==> src/rtl/axi_lite_rom_slave.sv <==
`default_nettype none
// ============================================================================
//  Module   : axi_lite_rom_slave
//  Function : AXI4-Lite slave serving read-only 32-bit words from a
//             synchronous block ROM. In-window reads return OKAY with ROM
//             data, out-of-window reads return DECERR, every write returns
//             SLVERR. One outstanding transaction per direction; the read
//             and write channels are fully independent.
//  Revision : 1.0 - initial release
// ============================================================================
module axi_lite_rom_slave #(
    parameter int                            C_S_AXI_DATA_WIDTH = 32,
    parameter int                            C_S_AXI_ADDR_WIDTH = 32,
    parameter int                            C_ROM_ADDR_WIDTH   = 10,
    parameter logic [C_S_AXI_ADDR_WIDTH-1:0] C_BASEADDR         = '0
) (
    input  logic                            S_AXI_ACLK,
    input  logic                            S_AXI_ARESET,
    // write address channel
    input  logic [C_S_AXI_ADDR_WIDTH-1:0]   S_AXI_AWADDR,
    input  logic [2:0]                      S_AXI_AWPROT,
    input  logic                            S_AXI_AWVALID,
    output logic                            S_AXI_AWREADY,
    // write data channel
    input  logic [C_S_AXI_DATA_WIDTH-1:0]   S_AXI_WDATA,
    input  logic [C_S_AXI_DATA_WIDTH/8-1:0] S_AXI_WSTRB,
    input  logic                            S_AXI_WVALID,
    output logic                            S_AXI_WREADY,
    // write response channel
    output logic [1:0]                      S_AXI_BRESP,
    output logic                            S_AXI_BVALID,
    input  logic                            S_AXI_BREADY,
    // read address channel
    input  logic [C_S_AXI_ADDR_WIDTH-1:0]   S_AXI_ARADDR,
    input  logic [2:0]                      S_AXI_ARPROT,
    input  logic                            S_AXI_ARVALID,
    output logic                            S_AXI_ARREADY,
    // read data channel
    output logic [C_S_AXI_DATA_WIDTH-1:0]   S_AXI_RDATA,
    output logic [1:0]                      S_AXI_RRESP,
    output logic                            S_AXI_RVALID,
    input  logic                            S_AXI_RREADY,
    // block ROM port
    output logic                            ROM_EN,
    output logic [C_ROM_ADDR_WIDTH-1:0]     ROM_ADDR,
    input  logic [C_S_AXI_DATA_WIDTH-1:0]   ROM_DATA
);

    // Lowest address bit that selects the window (above the word index).
    localparam int c_SEL_LSB = C_ROM_ADDR_WIDTH + 2;

    localparam logic [1:0] c_RESP_OKAY   = 2'b00;
    localparam logic [1:0] c_RESP_SLVERR = 2'b10;
    localparam logic [1:0] c_RESP_DECERR = 2'b11;

    // Read FSM encoding
    localparam logic [1:0] RD_IDLE = 2'd0;
    localparam logic [1:0] RD_ROM  = 2'd1;
    localparam logic [1:0] RD_WAIT = 2'd2;
    localparam logic [1:0] RD_RESP = 2'd3;

    // ------------------------------------------------------------------------
    // Common: "live" flag keeps every ready low while reset is applied and
    // for the reset edge itself; readies appear once reset has been released.
    // ------------------------------------------------------------------------
    logic live_q;

    // Track whether the block has left reset.
    always_ff @(posedge S_AXI_ACLK) begin
        if (S_AXI_ARESET) begin
            live_q <= 1'b0;
        end else begin
            live_q <= 1'b1;
        end
    end

    // ------------------------------------------------------------------------
    // Read path
    // ------------------------------------------------------------------------
    logic [1:0]                    rd_state_q, rd_state_d;
    logic                          hit_q,      hit_d;
    logic                          rom_en_q,   rom_en_d;
    logic [C_ROM_ADDR_WIDTH-1:0]   rom_addr_q, rom_addr_d;
    logic                          rvalid_q,   rvalid_d;
    logic [C_S_AXI_DATA_WIDTH-1:0] rdata_q,    rdata_d;
    logic [1:0]                    rresp_q,    rresp_d;

    logic w_arready;
    logic w_ar_hs;
    logic w_hit;

    assign w_arready = live_q && (rd_state_q == RD_IDLE);
    assign w_ar_hs   = S_AXI_ARVALID && w_arready;

    // Window decode: the bits above the ROM word index must match the base.
    generate
        if (c_SEL_LSB < C_S_AXI_ADDR_WIDTH) begin : g_window_decode
            assign w_hit = (S_AXI_ARADDR[C_S_AXI_ADDR_WIDTH-1:c_SEL_LSB]
                            == C_BASEADDR[C_S_AXI_ADDR_WIDTH-1:c_SEL_LSB]);
        end else begin : g_full_window
            assign w_hit = 1'b1;
        end
    endgenerate

    // Read FSM state register plus the registered read-path outputs.
    always_ff @(posedge S_AXI_ACLK) begin
        if (S_AXI_ARESET) begin
            rd_state_q <= RD_IDLE;
            hit_q      <= 1'b0;
            rom_en_q   <= 1'b0;
            rom_addr_q <= '0;
            rvalid_q   <= 1'b0;
            rdata_q    <= '0;
            rresp_q    <= c_RESP_OKAY;
        end else begin
            rd_state_q <= rd_state_d;
            hit_q      <= hit_d;
            rom_en_q   <= rom_en_d;
            rom_addr_q <= rom_addr_d;
            rvalid_q   <= rvalid_d;
            rdata_q    <= rdata_d;
            rresp_q    <= rresp_d;
        end
    end

    // Read FSM next-state: fixed IDLE->ROM->WAIT walk, then hold in RESP.
    always_comb begin
        rd_state_d = rd_state_q;
        case (rd_state_q)
            RD_IDLE: if (w_ar_hs)      rd_state_d = RD_ROM;
            RD_ROM:                    rd_state_d = RD_WAIT;
            RD_WAIT:                   rd_state_d = RD_RESP;
            RD_RESP: if (S_AXI_RREADY) rd_state_d = RD_IDLE;
            default:                   rd_state_d = RD_IDLE;
        endcase
    end

    // Read FSM outputs: launch the ROM read, capture its data, present R.
    always_comb begin
        hit_d      = hit_q;
        rom_en_d   = 1'b0;
        rom_addr_d = rom_addr_q;
        rvalid_d   = rvalid_q;
        rdata_d    = rdata_q;
        rresp_d    = rresp_q;
        case (rd_state_q)
            RD_IDLE: begin
                if (w_ar_hs) begin
                    // Misses still walk the same states so latency matches,
                    // but never touch the ROM.
                    hit_d      = w_hit;
                    rom_addr_d = S_AXI_ARADDR[c_SEL_LSB-1:2];
                    rom_en_d   = w_hit;
                end
            end
            RD_WAIT: begin
                rdata_d  = hit_q ? ROM_DATA : '0;
                rresp_d  = hit_q ? c_RESP_OKAY : c_RESP_DECERR;
                rvalid_d = 1'b1;
            end
            RD_RESP: begin
                if (S_AXI_RREADY) begin
                    rvalid_d = 1'b0;
                end
            end
            default: begin
                rom_en_d = 1'b0;
            end
        endcase
    end

    assign S_AXI_ARREADY = w_arready;
    assign S_AXI_RVALID  = rvalid_q;
    assign S_AXI_RDATA   = rdata_q;
    assign S_AXI_RRESP   = rresp_q;
    assign ROM_EN        = rom_en_q;
    assign ROM_ADDR      = rom_addr_q;

    // ------------------------------------------------------------------------
    // Write path: accept AW and W independently, answer SLVERR once both
    // have arrived. Nothing further is accepted until B completes.
    // ------------------------------------------------------------------------
    logic aw_done_q, aw_done_d;
    logic w_done_q,  w_done_d;
    logic bvalid_q,  bvalid_d;

    logic w_awready;
    logic w_wready;
    logic w_aw_hs;
    logic w_w_hs;
    logic w_b_hs;

    assign w_awready = live_q && !aw_done_q && !bvalid_q;
    assign w_wready  = live_q && !w_done_q  && !bvalid_q;
    assign w_aw_hs   = S_AXI_AWVALID && w_awready;
    assign w_w_hs    = S_AXI_WVALID  && w_wready;
    assign w_b_hs    = bvalid_q && S_AXI_BREADY;

    // Write-channel next state: flags clear together with the B handshake.
    always_comb begin
        aw_done_d = aw_done_q;
        w_done_d  = w_done_q;
        bvalid_d  = bvalid_q;
        if (w_b_hs) begin
            aw_done_d = 1'b0;
            w_done_d  = 1'b0;
            bvalid_d  = 1'b0;
        end else begin
            if (w_aw_hs) aw_done_d = 1'b1;
            if (w_w_hs)  w_done_d  = 1'b1;
            // Response is raised from the registered flags, i.e. one edge
            // after the later of the two handshakes.
            if (aw_done_q && w_done_q) bvalid_d = 1'b1;
        end
    end

    // Write-channel registers.
    always_ff @(posedge S_AXI_ACLK) begin
        if (S_AXI_ARESET) begin
            aw_done_q <= 1'b0;
            w_done_q  <= 1'b0;
            bvalid_q  <= 1'b0;
        end else begin
            aw_done_q <= aw_done_d;
            w_done_q  <= w_done_d;
            bvalid_q  <= bvalid_d;
        end
    end

    assign S_AXI_AWREADY = w_awready;
    assign S_AXI_WREADY  = w_wready;
    assign S_AXI_BVALID  = bvalid_q;
    assign S_AXI_BRESP   = c_RESP_SLVERR;

    // Inputs that carry no meaning for a read-only word-addressed slave.
    logic w_unused;
    assign w_unused = ^{S_AXI_AWADDR, S_AXI_AWPROT, S_AXI_WDATA, S_AXI_WSTRB,
                        S_AXI_ARPROT, S_AXI_ARADDR[1:0]};

endmodule
`default_nettype wire

==> config.mk <==
export PLATFORM = sky130hd
export DESIGN_NAME = axi_lite_rom_slave
export DESIGN_NICKNAME = d
export VERILOG_FILES = /design/src/rtl/axi_lite_rom_slave.sv
export SDC_FILE = /design/constraint.sdc
export NUM_CORES = 1
export LEC_CHECK = 0
export ABC_CLOCK_PERIOD_IN_PS = 3500
export CAP_MARGIN = 20
export CORE_MARGIN = 2
export CORE_UTILIZATION = 34
export DETAILED_ROUTE_END_ITERATION = 10
export PLACE_DENSITY = 0.85
export SLEW_MARGIN = 15
export SYNTH_ARGS = -nofsm -noshare
export SYNTH_HDL_FRONTEND = slang
export SYNTH_SLANG_ARGS = --single-unit
==> constraint.sdc <==
create_clock -name S_AXI_ACLK -period 3.5 [get_ports S_AXI_ACLK]
set_input_delay 0.7 -clock S_AXI_ACLK [delete_from_list [all_inputs] [get_ports S_AXI_ACLK]]
set_output_delay 0.7 -clock S_AXI_ACLK [all_outputs]
set_load 0.01 [all_outputs]
==> summary.md, run 1 <==
| Metric | Value |
|---|---|
| Synth Instances | `228` |
| Io pins | `197` |
| Die outline width | `86.29 um` |
| Synth Flop Type | `dfxtp_1` |
| Static Leak | `1.342 nW` |
| Hold Slack | `0.4779 ns` |
| Syn_nets | `377` |
| Num CTS Buffers | `5` |
| Clk sinks | `52` |
| Area contributors post-synth | `dfxtp_1 45%, a21oi_2 11%, nor2_2 8.2%` |
| Starting Density | `35.65%` |
| CP Data Arrival Time | `1.64 ns` |
| WHS Path Cells | `2` |
| Residual DRC count | `0` |
| Gpl congestion | `0.7417` |
| Yosys reg bits | `52` |
| Nets | `488` |
| I/O Buffers | `118` |
| Via count | `1967` |
| Root buf cell | `clkbuf_8` |
| CTS resizes | `0` |
| Worst EP required | `2.80 ns` |
| Reg2Reg Setup Slack | `1.52 ns` |
| CTS tree | `yes` |
| Post-synth cell types | `32` |
| EDFF count, synth | `0` |
| Antenna violations before repair | `0` |
| Vias/cell | `4.728` |
| PwrDens | `386.3 nW/um2` |
| Synth top area share | `45.22%` |
| Cell depth of the worst flop-to-flop path | `5` |
| Worst r2r src | `rd_state_q[0]` |
| Fmax | `427.7 MHz` |
| Critical path type | `reg2out` |
| Hold buffer count at CTS | `0` |
| Total die area | `7445 um2` |
| Setup crit end kind | `output pin` |
| CORE AREA | `6459 um2` |
| Startpoint Class | `register` |
| Initial drt markers | `20` |
| Max capacitance violation total | `0` |
| Max-slew violations | `0` |
| Total iterations of the first detailed-routing run | `4` |
| Vias in the first global route | `1999` |
| Worst-path maximum fanout | `5` |
| FFs w/ async S/R, synth | `0%` |
| H-tree depth | `2` |
| Worst hold start | `hit_q` |
| Post-CTS setup buffer count | `0` |
| Antenna Cells | `0` |
| Setup-failing EPs final | `0` |
| Synthesized area per cell | `10.10 um2` |
| All-Layer GR Usage | `14.66%` |
| Design Power | `1.358 mW` |
| Share of layout cells above drive strength 1 | `21.53%` |
| First-pass GRT wire length | `8645 um` |
| Status | `complete, no violations` |
| Skew final | `0.007117 ns` |
| Worst skew pair latency | `0.30 ns` |
| Syn Std Cell Area | `2302 um2` |
| Hold WC Path Type | `reg2reg` |
| VDD IR-drop max | `206.0 uV` |
| Mean routed wirelength per cell | `12.86 um` |
| Routed Antenna Nets | `0` |
| Crit. Startpoint | `rd_state_q[0]` |
| Worst hold endpoint | `hit_q` |
| Fillers | `566` |
| Row count | `29` |
| Yosys warns | `0` |
| Grt total ovfl | `0` |
| Final cycle utilization of the critical path | `66.80%` |
| Setup TNS | `0 ns` |
| Cell taking the most area after synthesis | `dfxtp_1` |
| Seq/Total Area, Yosys | `45.22%` |
| Rel. slew slack | `37.50%` |
| P&R area growth vs syn | `52.72%` |
| RSZ-0062 raised after global routing | `false` |
| Post-DP HPWL | `4013 um` |
| Largest net degree at the start of global routing | `33` |
| Post-layout min period | `2.338 ns` |
| Clock transition at the registers of the reported paths | `0.09 ns` |
| Fin. Hold Viols | `0` |
| Worst R2R End | `S_AXI_RDATA[8]` |
| Routed WL | `5351 um` |
| Clk buf depth | `2` |
| Worst slew pin tran | `0.9332 ns` |
| Die height | `86.29 um` |
cell usage after synthesis (all sizes together), types with 2 or more instances:
cell type and n:
ha 4, conb 2, a22o 10, nor2 38
nor2b 14, o22ai 2, o21ai 2, dfxtp 52
nor4 6, nand3 3, nand2b 2, a21oi 37
and2b 20, inv 6, buf 15, and2 4
nand2 3
worst max-delay path by stage:
stage                    endpoint  slack [ns]  cells past startpoint
floorplan           S_AXI_ARREADY        2.02                      3
global placement      ROM_ADDR[0]        1.27                      3
detailed placement    ROM_ADDR[6]        1.25                      3
CTS                 S_AXI_ARREADY        1.14                      4
global route        S_AXI_ARREADY        1.01                      4
finish              S_AXI_ARREADY        1.16                      4
power breakdown:
part | switching, mW | internal [mW] | total [mW] | leakage, nW
Combinational | 0.164 | 0.213 | 0.378 | 0.880
Sequential | 0.0266 | 0.628 | 0.655 | 0.421
Clock | 0.190 | 0.137 | 0.326 | 0.0410
kinds of logic after synthesis:
kind of cell | Yosys count | share of synthesized area, %
AOI/OAI and AO/OA | 54 | 18.75
buffers and inverters | 22 | 7.554
and+or+nand+nor | 92 | 25.05
adders and majority gates | 4 | 2.174
other | 2 | 0.3262
muxes | 2 | 0.9239
DFF | 52 | 45.22
routing by layer:
metal | global-route usage [%] | wire [um]
met5 | 0 | 0
met4 | 4.403 | 64
met3 | 5.810 | 530
met2 | 27.20 | 2612
met1 | 15.13 | 2144
state kept, by name, summed over array words and instances (netlist names):
signal,cells
S_AXI_RVALID,1
ROM_EN,1
w_done_q,1
S_AXI_RDATA,32
ROM_ADDR,10
hit_q,1
S_AXI_RRESP,1
live_q,1
aw_done_q,1
rd_state_q,2
S_AXI_BVALID,1
layout make-up:
cell class | instances | area, um2 | area share (%)
inverters | 6 | 22.52 | 0.6406
repair buffers | 120 | 1191 | 33.88
well taps | 77 | 96.34 | 2.740
flip-flops and latches | 52 | 1041 | 29.61
multi-input cells | 154 | 1087 | 30.93
clock buffers | 6 | 72.57 | 2.064
clock inverters | 1 | 5.005 | 0.1423
critical path: stages (launching register included):
cell,delay (ns)
dfxtp_1,0.34
inv_1,0.10
ha_1,0.21
and2_1,0.14
clkdlybuf4s50_1,0.55
stage by stage:
stage	worst slack (ns)	utilization, %	area (um2)	cells
3_5_place_dp	1.251	53.24	3438	409
4_1_cts	1.142	54.44	3516	416
3_3_place_gp	1.270	53.24	3438	409
6_report	1.162	54.44	3516	416
5_1_grt	1.014	54.44	3516	416
2_1_floorplan	2.016	-	2302	228
cell usage in the layout (no fill, tap or decap), drive strengths merged, types with 4 or more instances in the layout:
cell type      Yosys  layout
a21oi             37      37
a22o              10      10
and2               4       4
and2b             20      20
clkbuf             1       6
clkdlybuf4s50      0     117
dfxtp             52      52
ha                 4       4
inv                6       6
nor2              38      38
nor2b             14      14
nor4               6       6
Note: power is estimated with default switching activity, not from simulation.
==> run 2, diff against run 1 <==
--- a/config.mk
+++ b/config.mk
@@ -5,12 +5,12 @@
 export SDC_FILE = /design/constraint.sdc
 export NUM_CORES = 1
 export LEC_CHECK = 0
-export ABC_CLOCK_PERIOD_IN_PS = 3500
+export ABC_CLOCK_PERIOD_IN_PS = 2200
 export CAP_MARGIN = 20
 export CORE_MARGIN = 2
-export CORE_UTILIZATION = 34
+export CORE_UTILIZATION = 32
 export DETAILED_ROUTE_END_ITERATION = 10
-export PLACE_DENSITY = 0.85
+export PLACE_DENSITY = 0.81
 export SLEW_MARGIN = 15
 export SYNTH_ARGS = -nofsm -noshare
 export SYNTH_HDL_FRONTEND = slang
==> constraint.sdc (replaced) <==
create_clock -name S_AXI_ACLK -period 2.2 [get_ports S_AXI_ACLK]
set_input_delay 0.44 -clock S_AXI_ACLK [delete_from_list [all_inputs] [get_ports S_AXI_ACLK]]
set_output_delay 0.44 -clock S_AXI_ACLK [all_outputs]
set_load 0.01 [all_outputs]
==> run 2 against run 1 <==
  * Final cell count up 5.3%
  * Design area rose by 1.5%
  * Critical path type unchanged
  * Routed wire length increased by 1.3%
  * Via count decreased by 0.66%
  * Highest routed layer unchanged
  * First-iteration DRC count rose by 100%
  * Register-to-register slack got worse by 1.0 ns
  * Clock-buffer cell count is the same
  * Sequential cell count did not move
  * Sequential share of layout area decreased by 0.45 points
==> summary.md, run 2 (synthesis results as in run 1) <==
| Metric | Value |
|---|---|
| Status | `complete, no violations` |
| Clk sinks | `52` |
| H-tree depth | `2` |
| P&R area growth vs syn | `55.05%` |
| Starting Density | `33.52%` |
| Vias/cell | `4.461` |
| Antenna violations before repair | `0` |
| Routed Antenna Nets | `0` |
| CTS tree | `yes` |
| RSZ-0062 raised after global routing | `false` |
| Fillers | `660` |
| Hold buffer count at CTS | `0` |
| Commonest cells after routing, fill and taps aside | `117 x clkdlybuf4s50_1, 52 x dfxtp_1, 30 x a21oi_2, 30 x nor2_2, 19 x and2b_1` |
| Commonest non-fill, non-tap cell in the layout | `clkdlybuf4s50_1` |
| Worst skew pair latency | `0.29 ns` |
| Post-layout min period | `2.074 ns` |
| Startpoint Class | `register` |
| Routed WL | `5421 um` |
| Hold WC Path Type | `reg2reg` |
| Rel. slew slack | `37.94%` |
| Worst slew pin tran | `0.9266 ns` |
| Via count | `1954` |
| Max reg flops | `32` |
| Total iterations of the first detailed-routing run | `4` |
| PwrDens | `617.5 nW/um2` |
| CP Data Arrival Time | `1.63 ns` |
| Grt met1 use | `15.10%` |
| Skew final | `0.004541 ns` |
| Share of layout cells above drive strength 1 | `22.51%` |
| Setup TNS | `0 ns` |
| Fin. Hold Viols | `0` |
| Antenna Cells | `0` |
| I/O Buffers | `118` |
| Hold Slack | `0.4749 ns` |
| Post-DP HPWL | `4129 um` |
| Fin area | `3570 um2` |
| CP max stage delay | `0.54 ns` |
| All-Layer GR Usage | `13.96%` |
| Io pins | `197` |
| Slowest-stage cell, CP | `clkdlybuf4s50_1` |
| DP Area | `3477 um2` |
| Mean routed wirelength per cell | `12.38 um` |
| Post-CTS setup buffer count | `0` |
| Worst EP required | `1.76 ns` |
| Cell depth of the worst flop-to-flop path | `4` |
| Largest net degree at the start of global routing | `33` |
| Residual DRC count | `0` |
| Initial drt markers | `40` |
| Critical path type | `reg2out` |
| Clk buf depth | `2` |
| Grt total ovfl | `0` |
| Vias in the first global route | `1960` |
| Die outline width | `88.82 um` |
| CP cell instances | `inv_1 -> ha_1 -> and2_1 -> clkdlybuf4s50_1` |
| VDD IR-drop max | `296.3 uV` |
| Worst-path maximum fanout | `5` |
| Met3 usage | `5.224%` |
| Max-slew violations | `0` |
| Nets | `490` |
| Die height | `88.82 um` |
| GRT Max-Usage Layer | `met2` |
| M2 GR Usage | `25.64%` |
| First-pass GRT wire length | `8576 um` |
| Setup-failing EPs final | `0` |
| Gpl congestion | `0.8038` |
| Num CTS Buffers | `5` |
| CORE AREA | `6869 um2` |
| Row count | `30` |
| Final cycle utilization of the critical path | `94.29%` |
| Static Leak | `1.363 nW` |
| Root buf cell | `clkbuf_8` |
| Clock transition at the registers of the reported paths | `0.09 ns` |
| Max capacitance violation total | `0` |
| Fmax | `482.1 MHz` |
| WHS Path Cells | `2` |
| Setup crit end kind | `output pin` |
| CTS resizes | `0` |
| Design Power | `2.204 mW` |
| Total die area | `7889 um2` |
[run 2: stage by stage]
stage               setup slack (ns)  utilization [%]  std cells
floorplan                     0.8322                -        228
global placement              0.2531            50.62        430
detailed placement            0.1809            50.62        430
CTS                          0.08609            51.97        438
global route                 0.01991            51.97        438
finish                        0.1256            51.97        438
[run 2: report_power, final]
part           switching [mW]  internal [mW]
Clock                   0.296          0.252
Sequential             0.0424          0.999
Combinational           0.268          0.347
[run 2: critical path, delay by kind of cell, from the launching register on]
kind	cells	cell delay (ns)
buffers and inverters	2	0.64
flip-flops	1	0.34
adder cells (fa/ha/maj)	1	0.22
AND/OR/NAND/NOR	1	0.14
[run 2: worst paths after layout]
path            startpoint            end  slack, ns
max          rd_state_q[0]  S_AXI_ARREADY       0.13
min                  hit_q          hit_q       0.47
min reg2reg          hit_q          hit_q       0.47
max reg2reg  rd_state_q[0]    ROM_ADDR[7]       0.51
[run 2: cell type report]
cell class,count,area [um2],share of cell area (%)
Tap cell,96,120.1,3.365
Clock inverter,2,10.01,0.2804
Inverter,6,22.52,0.6309
Multi-Input combinational cell,154,1087,30.46
Clock buffer,6,82.58,2.313
Timing Repair Buffer,122,1206,33.79
Sequential cell,52,1041,29.16
[run 2: layer usage]
| metal | wire length, um | vias up |
|---|---|---|
| li1 | - | 977 |
| met1 | 2177 | 890 |
| met2 | 2664 | 85 |
| met3 | 550 | 2 |
| met4 | 28 | 0 |
| met5 | 0 | - |
==> RTL edit 1 (flow settings as in run 2) <==
Set the parameter `C_S_AXI_DATA_WIDTH` to 48 (it was 32).
--- a/src/rtl/axi_lite_rom_slave.sv
+++ b/src/rtl/axi_lite_rom_slave.sv
@@ -9,7 +9,7 @@
 //  Revision : 1.0 - initial release
 // ============================================================================
 module axi_lite_rom_slave #(
-    parameter int                            C_S_AXI_DATA_WIDTH = 32,
+    parameter int                            C_S_AXI_DATA_WIDTH = 48,
     parameter int                            C_S_AXI_ADDR_WIDTH = 32,
     parameter int                            C_ROM_ADDR_WIDTH   = 10,
     parameter logic [C_S_AXI_ADDR_WIDTH-1:0] C_BASEADDR         = '0
Interface: changed (resized ROM_DATA, S_AXI_RDATA, S_AXI_WDATA and S_AXI_WSTRB); port bits go from 197 to 247. The function was not compared with the original's and may differ.
==> RTL edit 1 against run 2 <==
- area after synthesis is 20% higher
- worst setup slack got worse by 31 ps
- sequential cell count rose by 16
- critical path depth unchanged
- combinational power up 11%
- clock skew increased by 6.1 ps
- total power increased by 36%
- count of clock-buffer cells in the layout grew 4
- routed wire length increased by 36%
- cell area increased by 26%
==> RTL edit 1: results (changes against run 2) <==
- Status: finished, final reports clean
- Number of global-route vias before repair: 2520 (+29%)
- Hold Slack: 483 ps (+8.44 ps)
- Routability congestion estimate: 0.708 (-12%)
- Layout cells sized above 1: 0.146 (-0.0794)
- # fillers: 754 (+14%)
- Synth Area in Compound Gates: 0.172 (-0.0155)
- FF-to-FF End: ROM_ADDR[4]$_SDFFE_PP0P_
- Cell Count Post-Placement: 535 (+24%)
- Setup slack at placement: 235 ps (+54.3 ps)
- All-Layer GR Usage: 0.156 (+0.0164)
- Clock Latency Late Sink: 330 ps (+40 ps)
- CTS buffer count: 9 (+4)
- Worst Hold Launch: ROM_ADDR[9]$_SDFFE_PP0P_
- Nets: 624 (+27%)
- CP arrival: 1670 ps (+40 ps)
- Largest net degree at the start of global routing: 52 (+58%)
- Final cell count without fillers: 551 (+26%)
- Hpwl dp: 5300 um (+28%)
- Critical R2R Launch: rd_state_q[1]$_SDFFE_PP0P_
- Syn nets: 480 (+27%)
- Register area share after synthesis: 0.494 (+0.0415)
- Mux cell area share after synthesis: 0.00771 (-0.00153)
- Number of distinct library cells after synthesis: 31 (-3.1%)
- Via density: 4.54 (+1.9%)
- Pleak: 1.70 nW (+25%)
- Synth area leaders: dfxtp_1, nor2b_1, a21oi_2
- Clock H-tree levels: 3 (+1)
- FF+latch area: 1360 um^2 (+31%)
- I/O Buffers: 150 (+27%)
- Max_slew headroom: 0.343 (-0.0363)
- Int Pwr: 0.00217 W (+36%)
- Max Fclk: 0.475 GHz (-1.5%)
- Avg Inst Size Synth: 9.29 um^2 (-8.0%)
- Clock skew: 10.7 ps (+6.13 ps)
- Hold-critical path depth: 1 (-1)
- Largest register FFs: 48 (+50%)
- Initial DRC count: 85 (+110%)
- Hold Path Sink: ROM_ADDR[9]$_SDFFE_PP0P_
- IR drop worst, VDD: 0.000349 V (+18%)
==> RTL edit 1: power groups by stage <==
stage                     registers [W]  logic [W]  clock network, W
after floorplan                 0.00137   0.000317                 0
after global placement          0.00136   0.000659                 0
after detailed placement        0.00136   0.000679                 0
after CTS                       0.00133   0.000683           0.00103
after global routing            0.00134   0.000739           0.00108
final                           0.00133   0.000680          0.000991
==> RTL edit 1: layer usage <==
| layer | routed length, um | part of all wire | vias to the layer above | global-route usage |
|---|---|---|---|---|
| met3 | 502 | 0.068 | 11 | 0.0564 |
| met2 | 3640 | 0.49 | 93 | 0.266 |
| met1 | 3120 | 0.42 | 1137 | 0.184 |
| met4 | 102 | 0.014 | 0 | 0.0455 |
| li1 | - | - | 1263 | - |
| met5 | 0 | 0 | - | 0 |
==> RTL edit 1: cell type report <==
cell class                      count  area share
Inverter                            6     0.00502
Clock buffer                       10      0.0284
Clock inverter                      6      0.0145
Multi-Input combinational cell    202       0.277
Sequential cell                    68       0.303
Timing Repair Buffer              154       0.343
Tap cell                          105      0.0293
==> RTL edit 2 (settings of run 2) <==
Without the edit above. Make the reset (`S_AXI_ARESET`) asynchronous in 3 clocked blocks.
--- a/src/rtl/axi_lite_rom_slave.sv
+++ b/src/rtl/axi_lite_rom_slave.sv
@@ -66,7 +66,7 @@
     logic live_q;
 
     // Track whether the block has left reset.
-    always_ff @(posedge S_AXI_ACLK) begin
+    always_ff @(posedge S_AXI_ACLK or posedge S_AXI_ARESET) begin
         if (S_AXI_ARESET) begin
             live_q <= 1'b0;
         end else begin
@@ -103,7 +103,7 @@
     endgenerate
 
     // Read FSM state register plus the registered read-path outputs.
-    always_ff @(posedge S_AXI_ACLK) begin
+    always_ff @(posedge S_AXI_ACLK or posedge S_AXI_ARESET) begin
         if (S_AXI_ARESET) begin
             rd_state_q <= RD_IDLE;
             hit_q      <= 1'b0;
@@ -215,7 +215,7 @@
     end
 
     // Write-channel registers.
-    always_ff @(posedge S_AXI_ACLK) begin
+    always_ff @(posedge S_AXI_ACLK or posedge S_AXI_ARESET) begin
         if (S_AXI_ARESET) begin
             aw_done_q <= 1'b0;
             w_done_q  <= 1'b0;
Formal check against the unedited RTL: differs if S_AXI_ARESET is asserted again (counterexample within 4 cycles, from zero or initial values and one cycle with S_AXI_ARESET high); with S_AXI_ARESET held inactive, the same outputs for 10 cycles.
==> RTL edit 2 against run 2 <==
- combinational power rose by 64%
- total power rose by 24%
- area after synthesis fell by 3.6%
- cell area fell by 0.60%
- sequential cell count did not move
- largest power group unchanged
- routed wire length fell by 2.3%
- sequential share of layout area rose by 7.5 points
- cell count fell by 6.2%
- worst setup slack got worse by 29 ps
==> RTL edit 2: results (changes against run 2) <==
- Status: finished, final reports clean
- Hold Path Sink: S_AXI_RRESP[0]$_DFFE_PP0P_
- Worst Tran Pin Value: 537 ps (-390 ps)
- Synth area leaders: dfrtp_1, inv_1, o21ai_0
- Layout cells sized above 1: 0.0846 (-0.141)
- All-Layer GR Usage: 0.139 (-0.000686)
- Pleak: 1.51 nW (+11%)
- Clock skew: 4.60 ps (+0.0555 ps)
- Clk pwr: 0.000503 W (-8.2%)
- Crit path from: rd_state_q[1]$_DFFE_PP0P_
- CP Max Fanout: 4 (-1)
- Nets: 480 (-2.0%)
- Hold Slack: 483 ps (+7.60 ps)
- Via density: 4.42 (-0.90%)
- Comb power frac: 0.369 (+0.090)
- Hold-critical path depth: 1 (-1)
- Number of distinct library cells after synthesis: 24 (-25%)
- R2r worst-path depth: 6 (+2)
- Setup slack at placement: 340 ps (+160 ps)
- Largest net degree at the start of global routing: 36 (+9.1%)
- Post-CTS sizing: 1 (+1)
- Synth cell count leaders: dfrtp_1, inv_1, nand2_1
- Int Pwr: 0.00193 W (+21%)
- Global-route wire length before repair: 8380 um (-2.3%)
- Initial DRC count: 23 (-43%)
- Mux cell area share after synthesis: 0.0846 (+0.0754)
- Placed instance area: 3450 um^2 (-0.76%)
- Post-Synth Adder-Cell Area: 0.0226 (+0.000822)
- Period utilization: 0.956 (+0.0130)
[RTL edit 2: cell types whose count changed after synthesis, moves of 9 or more]
cell and change:
a21oi_2 -30, a22o_1 -10, and2b_1 -19, dfrtp_1 +52, dfxtp_1 -52, inv_1 +33, mux2_4 +9, nand2_1 +32
nor2_2 -30, nor2b_1 -14, o21ai_0 +27
[RTL edit 2: final cells by class]
cell class	count	area (um^2)
clock buffer	6	72.6
clock inverter	1	5.00
fill	635	3210
inverter	39	146
multi-input combinational	110	692
sequential	52	1300
tap	80	100
timing repair buffer	123	1230
[RTL edit 2: critical path: cells and delay by family (launching register included)]
kind	cells	cell delay [ps]
adder cells (fa/ha/maj)	1	170
buffers and inverters	2	640
flip-flops	1	410
AND/OR/NAND/NOR	1	140
[RTL edit 2: layer usage]
layer | global-route usage | part of all wire
met3 | 0.0493 | 0.080
met1 | 0.166 | 0.41
met5 | 0 | 0
met4 | 0.0210 | 0.00075
met2 | 0.244 | 0.51
